File: src/rtl/planta_termica.sv
// Thermal plant model: integrates heater/fan commands into a temperature.
// Optional pseudo-random disturbance when PLANTA_PERTURBACION_EN is defined.
module planta_termica #(
    parameter int TEMP_W      = 10,
    parameter int PASO_CICLOS = 4,
    parameter int T_AMB       = 220,
    parameter int INC_CAL     = 5,
    parameter int DEC_VENT    = 5,
    parameter int TEMP_MIN    = 100,
    parameter int TEMP_MAX    = 350
) (
    input  logic              clk,
    input  logic              rst,
    input  logic              calefactor,
    input  logic              ventilador,
    input  logic              alerta,
    input  logic              carga_valid,
    input  logic [TEMP_W-1:0] carga_temp,
    output logic [TEMP_W-1:0] temp_salida,
    output logic              actualizado,
    output logic [1:0]        modo
);

    typedef enum logic [1:0] {
        REPOSO     = 2'b00,
        CALENTANDO = 2'b01,
        ENFRIANDO  = 2'b10,
        CONFLICTO  = 2'b11
    } modo_t;

    localparam int CW = (PASO_CICLOS > 2) ? $clog2(PASO_CICLOS) : 1;
    localparam int XW = TEMP_W + 1;

    localparam logic [XW-1:0] MIN_X  = XW'(TEMP_MIN);
    localparam logic [XW-1:0] MAX_X  = XW'(TEMP_MAX);
    localparam logic [XW-1:0] AMB_X  = XW'(T_AMB);
    localparam logic [XW-1:0] CAL_X  = XW'(INC_CAL);
    localparam logic [XW-1:0] VENT_X = XW'(DEC_VENT);
    localparam logic [CW-1:0] ULTIMO = CW'(PASO_CICLOS - 1);

    logic [TEMP_W-1:0] temp_q;
    logic [TEMP_W-1:0] temp_d;
    logic [TEMP_W-1:0] carga_d;
    modo_t             modo_q;
    modo_t             modo_d;
    logic              act_q;
    logic [CW-1:0]     cnt_q;
    logic              upd;

    logic [XW-1:0] temp_x;
    logic [XW-1:0] carga_x;
    logic [XW-1:0] paso_cal;
    logic [XW-1:0] paso_vent;
    logic [XW-1:0] nom;

`ifdef PLANTA_PERTURBACION_EN
    logic [7:0] lfsr_q;
    logic       lfsr_fb;

    assign lfsr_fb = lfsr_q[7] ^ lfsr_q[5] ^ lfsr_q[4] ^ lfsr_q[3];
`endif

    assign upd       = (cnt_q == ULTIMO);
    assign temp_x    = {1'b0, temp_q};
    assign carga_x   = {1'b0, carga_temp};
    assign paso_cal  = alerta ? (CAL_X << 1) : CAL_X;
    assign paso_vent = alerta ? (VENT_X << 1) : VENT_X;

    always_comb begin
        if (carga_x < MIN_X)
            carga_d = TEMP_W'(MIN_X);
        else if (carga_x > MAX_X)
            carga_d = TEMP_W'(MAX_X);
        else
            carga_d = carga_temp;
    end

    always_comb begin
        nom    = temp_x;
        modo_d = REPOSO;
        unique case (1'b1)
            calefactor && ventilador: begin
                nom    = temp_x;
                modo_d = CONFLICTO;
            end
            calefactor && !ventilador: begin
                nom    = temp_x + paso_cal;
                if (nom > MAX_X)
                    nom = MAX_X;
                modo_d = CALENTANDO;
            end
            !calefactor && ventilador: begin
                // Compare before subtracting so the low limit never wraps
                if (temp_x >= MIN_X + paso_vent)
                    nom = temp_x - paso_vent;
                else
                    nom = MIN_X;
                modo_d = ENFRIANDO;
            end
            default: begin
                if (temp_x < AMB_X)
                    nom = temp_x + 1'b1;
                else if (temp_x > AMB_X)
                    nom = temp_x - 1'b1;
                modo_d = REPOSO;
            end
        endcase
`ifdef PLANTA_PERTURBACION_EN
        if (modo_d != CONFLICTO && lfsr_q[1]) begin
            if (lfsr_q[0])
                nom = (nom >= MAX_X) ? MAX_X : nom + 1'b1;
            else
                nom = (nom <= MIN_X) ? MIN_X : nom - 1'b1;
        end
`endif
        temp_d = TEMP_W'(nom);
    end

    always_ff @(posedge clk) begin
        if (rst) begin
            temp_q <= TEMP_W'(AMB_X);
            modo_q <= REPOSO;
            act_q  <= 1'b0;
            cnt_q  <= '0;
`ifdef PLANTA_PERTURBACION_EN
            lfsr_q <= 8'hA5;
`endif
        end else if (carga_valid) begin
            temp_q <= carga_d;
            act_q  <= 1'b1;
            cnt_q  <= '0;
        end else begin
            act_q <= upd;
            cnt_q <= upd ? '0 : cnt_q + 1'b1;
            if (upd) begin
                temp_q <= temp_d;
                modo_q <= modo_d;
`ifdef PLANTA_PERTURBACION_EN
                lfsr_q <= {lfsr_q[6:0], lfsr_fb};
`endif
            end
        end
    end

    assign temp_salida = temp_q;
    assign actualizado = act_q;
    assign modo        = modo_q;

endmodule

File: config.mk
export PLATFORM = sky130hd
export DESIGN_NAME = planta_termica
export DESIGN_NICKNAME = d
export VERILOG_FILES = /design/src/rtl/planta_termica.sv
export SDC_FILE = /design/constraint.sdc
export NUM_CORES = 1
export LEC_CHECK = 0
export ABC_AREA = 1
export CAP_MARGIN = 10
export CORE_MARGIN = 2
export CORE_UTILIZATION = 35
export DETAILED_ROUTE_END_ITERATION = 8
export GPL_TIMING_DRIVEN = 0
export PLACE_DENSITY = 0.66
export SETUP_SLACK_MARGIN = 0.1
export SLEW_MARGIN = 20
export SYNTH_ARGS = -nofsm -noshare
export SYNTH_HDL_FRONTEND = slang
export SYNTH_SLANG_ARGS = --single-unit
export TNS_END_PERCENT = 10
File: constraint.sdc
create_clock -name clk -period 3.1 [get_ports clk]
set_clock_uncertainty 0.05 [all_clocks]
set_input_delay 0.465 -clock clk [delete_from_list [all_inputs] [get_ports clk]]
set_output_delay 0.465 -clock clk [all_outputs]
set_load 0.1 [all_outputs]
After elaboration in Yosys (flattened, before gate mapping)

Index checks and enable logic that the tools add are counted.

Eq/ne operators: 2
Add/subtract/negate cells: 6
Bitwise logic cells: 1
Reduce and logical (&&, ||, !) cells: 10
Multipliers: 0
Shift operators: 0
Div/mod/pow operators: 0
Mux-type cells: 12
$lt $le $gt $ge: 6

Operators by type and width:

| operator                                                                      | count |
|---|---|
| 10-bit two-way mux                                                            | 8 |
| 10-bit case mux with 3 select lines                                           | 1 |
| 10-bit by 4-bit adder with 11-bit output                                      | 1 |
| 11-bit by 9-bit > comparator with 1-bit output, second input constant         | 1 |
| 10-bit by 1-bit adder with 10-bit output, second input constant               | 1 |
| 10-bit by 8-bit >= comparator with 1-bit output                               | 1 |
| 10-bit by 8-bit > comparator with 1-bit output, second input constant         | 1 |
| 10-bit by 9-bit > comparator with 1-bit output, second input constant         | 1 |
| 10-bit by 7-bit less-than comparator with 1-bit output, second input constant | 1 |
| 10-bit by 8-bit less-than comparator with 1-bit output, second input constant | 1 |
| 10-bit by 1-bit subtractor with 10-bit output, second input constant          | 1 |
| 10-bit by 4-bit subtractor with 10-bit output                                 | 1 |
| 7-bit by 4-bit adder with 8-bit output, first input constant                  | 1 |
| 2-bit case mux with 3 select lines                                            | 1 |
| 5-bit nonzero test                                                            | 1 |
| 4-bit two-way mux                                                             | 1 |
| 1-bit logical AND                                                             | 3 |
| 3-bit AND reduction                                                           | 1 |
| 3-bit OR reduction                                                            | 1 |
| 2-bit by 1-bit adder with 2-bit output, second input constant                 | 1 |
| 2-bit == test, second input constant                                          | 1 |
| 1-bit logical NOT                                                             | 2 |
| 2-bit != test, second input constant                                          | 1 |
| 2-bit AND reduction                                                           | 1 |
| 3 further kinds                                                               | 3 |

Register bits: 15
Bits in writable memories: 0
Memories kept: 0
Memory bits (read-only): 0
Latch bits: 0
Word-level logic and storage cells: 41
Output and inout bits: 13

Logic depth before layout (Yosys ltp)

Depth after elaboration: 7
Mapped depth: 20
Mapped depth without buffers: 19

Worst setup path after synthesis

No wires, ideal clock.

Kind: reg-to-reg
Start point: register temp_q[5] (netlist: temp_salida[5])
End point: register temp_q[7] (netlist: temp_salida[7])
Path buffers: 1
Cell stages (with the launch flop): 18
Arrival time: 3.123 ns
Path slack: -0.185 ns
Data required time: 2.938 ns
Path through: dfxtp_1 > buf_4 > inv_1 > nand4_1 > inv_1 > o21ai_0 > nand2_1 > ha_1 > nand2_1 > o21ai_0 > a21oi_1 > nor2_1 > nor2_1 > xor2_1 > o21ai_0 > o21ai_1 > nand2_1 > nand2_1

Cells in the longest elaborated chain, start to end: 6

Ends and longest elaborated chain:

| what                                                                                                             | line    | source |
|---|---|---|
| from (decl)                                                                                                      | 41      | `logic [TEMP_W-1:0] temp_q;` |
| from (signal assigned)                                                                                           | 121     | `temp_q <= TEMP_W'(AMB_X);` |
| from (signal assigned)                                                                                           | 129     | `temp_q <= carga_d;` |
| from (signal assigned)                                                                                           | 136     | `temp_q <= temp_d;` |
| 10-bit by 4-bit adder with 11-bit output / 10-bit by 1-bit subtractor with 10-bit output (equally long branches) | 87, 104 |  |
| 11-bit by 9-bit > comparator with 1-bit output / 10-bit two-way mux (equally long branches)                      | 88, 103 |  |
| 10-bit two-way mux (on tied branches)                                                                            | 88, 101 |  |
| 10-bit case mux with 3 select lines                                                                              | 81      | `unique case (1'b1)` |
| 10-bit two-way mux                                                                                               | 135     | `if (upd) begin` |
| 10-bit two-way mux                                                                                               | 128     | `end else if (carga_valid) begin` |

Several ways; a longest one is shown, not always the timed one. The select of a mux whose other input is x is not followed.
A chain may end at the register's enable or synchronous reset.

Worst setup path after layout

Start point: input alerta
End point: register temp_q[0] (netlist: temp_salida[0])

Cells in the longest elaborated chain, start to end: 7

Ends and longest elaborated chain:

| what                                                                                                                     | line   | source |
|---|---|---|
| from (decl)                                                                                                              | 16     | `input logic alerta,` |
| 4-bit two-way mux (*)                                                                                                    | 66, 67 |  |
| 10-bit by 4-bit adder with 11-bit output / 7-bit by 4-bit adder with 8-bit output (equally long branches)                | 87, 94 |  |
| 11-bit by 9-bit > comparator with 1-bit output / 10-bit by 8-bit >= comparator with 1-bit output (equally long branches) | 88, 94 |  |
| 10-bit two-way mux (on tied branches)                                                                                    | 88, 94 |  |
| 10-bit case mux with 3 select lines (*)                                                                                  | 81     |  |
| 10-bit two-way mux (*)                                                                                                   | 135    |  |
| 10-bit two-way mux (*)                                                                                                   | 128    |  |

Every way passes the cells marked *; elsewhere a longest branch is shown, timed or not. The select of a mux whose other input is x is not followed.

==> flow_metrics.tcl <==
set metrics [dict create \
    status "completed" \
    grt_pass1_vias 2168 \
    clk_latency_ns 0.25 \
    die_x_um 83.1 \
    worstSetupStartpointType "primary input" \
    clock_sinks 15 \
    critPathMaxStageDelay_ns 0.45 \
    synth_top_family_by_area "simple AND/OR/NAND/NOR gates" \
    antenna_found_initial 0 \
    final_cell_mix "nand2_1, inv_1, nand3_1" \
    synth_ff_type "dfxtp_1" \
    synth_fa_ha_area_frac 0.147 \
    crit_chain "dlygate4sd2_1 > inv_4 > ha_2 > inv_1 > fa_1 > or2_2 > nor2_1 > nand3_1 > o21ai_1 > nand2_1 > nand2_2 > nand2_4 > nand2_1 > nand2_1 > nand2_1 > o21ai_1 > nand2_1 > a21oi_2" \
    synth_edf_count 0 \
    timing.setup.tns_ns 0 \
    cts_tree "yes" \
    ant_nets 0 \
    fin_util 0.442 \
    maxCapViolCount 0 \
    crit_path_end_kind "flip-flop" \
    yosysWarningCount 0 \
    antenna_cells 0 \
    track_usage 0.170 \
    drive_above_1_share 0.0923 \
    cp.arrival_ns 2.92 \
    synth_area_um2 2190 \
    grt_max_degree 11 \
    cts-htree-levels 1 \
    critical_path_class "primary input to flip-flop" \
    post-dp-hpwl_um 4910 \
    ir_worst_vdd_mv 0.232 \
    synth_fp_nets 407 \
    gp_congestion 0.861 \
    seq_area_frac_synth 0.137 \
    die_h_um 83.1 \
    finalHoldViolations 0 \
    post-route-drc-count 0 \
    area_growth_pct 20.7 \
    drt_wl_total_um 6030 \
    dr.pass1.iters 4 \
    avgSynthCellArea_um2 5.97 \
    n_fill_cell 639 \
    fin_nets 442 \
    final_common_cell "nand2_1" \
    core_um2 5990 \
    required_ns 3.19 \
    gr-total-overflow 0 \
    power_leakage_nw 1.35 \
    synth-xor-area-share 0.0434 \
    path_max_fanout 8 \
    worstHoldPathType "flip-flop to flip-flop" \
    syn-instance-count 367 \
    numCtsBuffers 3 \
    synth_cell_types 37 \
    max_freq_mhz 354 \
    slowest_stage "fa_1" \
    vias_per_cell 5.03 \
    root_buffer "clkbuf_8" \
    slew_viol_final 0 \
    ctsHoldBuffers 0 \
    fp-row-count 28 \
    rsz0062_at_grt "true" \
    fin_crit_ns 2.82 \
    min_period_over_period 0.911 \
    critPathMostFrequentCell "nand2_1" \
    synth_compound_area_frac 0.159 \
    stdcell_count 476 \
    synth-simple-area-share 0.384 \
    dieArea_um2 6910 \
    clkTransAtPathRegs_ns 0.07 \
    via_count 2396 \
    clk_path_buf_depth 2 \
    rrSetupSlack_ns 0.35 \
    dpl-instance-area_um2 2570 \
    grt_pass1_wl_um 9940 \
    num_io_pins 29 \
    async_flop_share 0 \
    max_slew_margin 0.354 \
    io_buffers 28 \
    synth.area.mux_share 0 \
    wl_per_cell_um 12.7 \
    yosys_register_bits 15 \
    worst_pin_slew_ns 0.966 \
    fin_hold_ws_ns 0.376 \
    p_per_area_nw_per_um2 391 \
    drt_iter0_markers 174 \
    finalSetupViolations 0 \
    fin_area_um2 2650 \
    place_inst 470 \
    start_util 0.366 \
]
where the power goes:
group	switching (W)	internal, W
combinational	0.000408	0.000230
sequential	0.0000239	0.000206
clock	0.0000766	0.0000904
total	0.000508	0.000527
layout make-up:
type | instances | area, µm² | area share
Sequential cell | 15 | 303 | 0.114
Clock inverter | 1 | 7.51 | 0.00284
Multi-Input combinational cell | 289 | 1620 | 0.613
Tap cell | 75 | 93.8 | 0.0355
Inverter | 55 | 209 | 0.0790
Buffer | 8 | 76.3 | 0.0288
Timing Repair Buffer | 30 | 294 | 0.111
Clock buffer | 3 | 41.3 | 0.0156
cell usage after synthesis (all sizes together), types with 2 or more instances:
cell type	n	area, µm²
nand2	107	422
inv	54	203
nand3	35	175
nor2	34	140
o21ai	30	150
ha	21	263
a21oi	20	104
dfxtp	15	300
xor2	9	86.3
buf	8	76.3
nand4	6	37.5
o21bai	5	37.5
nor3	4	20.0
fa	3	60.1
a31oi	2	12.5
nand3b	2	15.0
nor4	2	12.5
o31ai	2	15.0
worst paths after layout:
kind                  start             end  cells past startpoint
min reg2reg        cnt_q[0]        cnt_q[0]                      1
max                  alerta  temp_salida[0]                     18
max reg2reg  temp_salida[5]  temp_salida[7]                     17
min                cnt_q[0]        cnt_q[0]                      1
kinds of logic after synthesis:
family,count (synthesis)
buf+inv,63
xor+xnor,10
simple gates,192
compound gates,63
flops,15
fa+ha+maj,24
flip-flops by register name, indices dropped and copies added (netlist names):
name / cells
modo: 2
actualizado: 1
cnt_q: 2
temp_salida: 10
routing by layer:
| metal | wire [µm] | up-vias | global-route usage |
|---|---|---|---|
| met5 | 0 | - | 0 |
| met4 | 43 | 0 | 0.0283 |
| met3 | 263 | 4 | 0.0219 |
| met2 | 2770 | 54 | 0.273 |
| met1 | 2960 | 1072 | 0.246 |
| li1 | - | 1266 | - |
worst max-delay path, delay by kind of cell:
kind | cells | cell delay (ns)
adders and majority gates | 2 | 0.68
AOI/OAI and AO/OA | 3 | 0.30
buffers and inverters | 3 | 0.50
and+or+nand+nor | 10 | 0.98
metrics by stage:
| step | power (W) | worst slack [ns] |
|---|---|---|
| after detailed placement | 0.000852 | -0.400 |
| final | 0.00103 | 0.276 |
| after CTS | 0.00102 | 0.135 |
| after floorplan | 0.000707 | -0.0582 |
| after global placement | 0.000846 | -0.365 |
| after global routing | 0.00112 | 0.0932 |
repair_timing:
item | 4_1_cts | 5_1_grt
resized for setup | 3 | 4
buffers inserted | 0 | 2
hold endpoints to repair | 0 | 0
setup endpoints to repair | 8 | 7
Note: power is estimated with default switching activity, not from simulation.
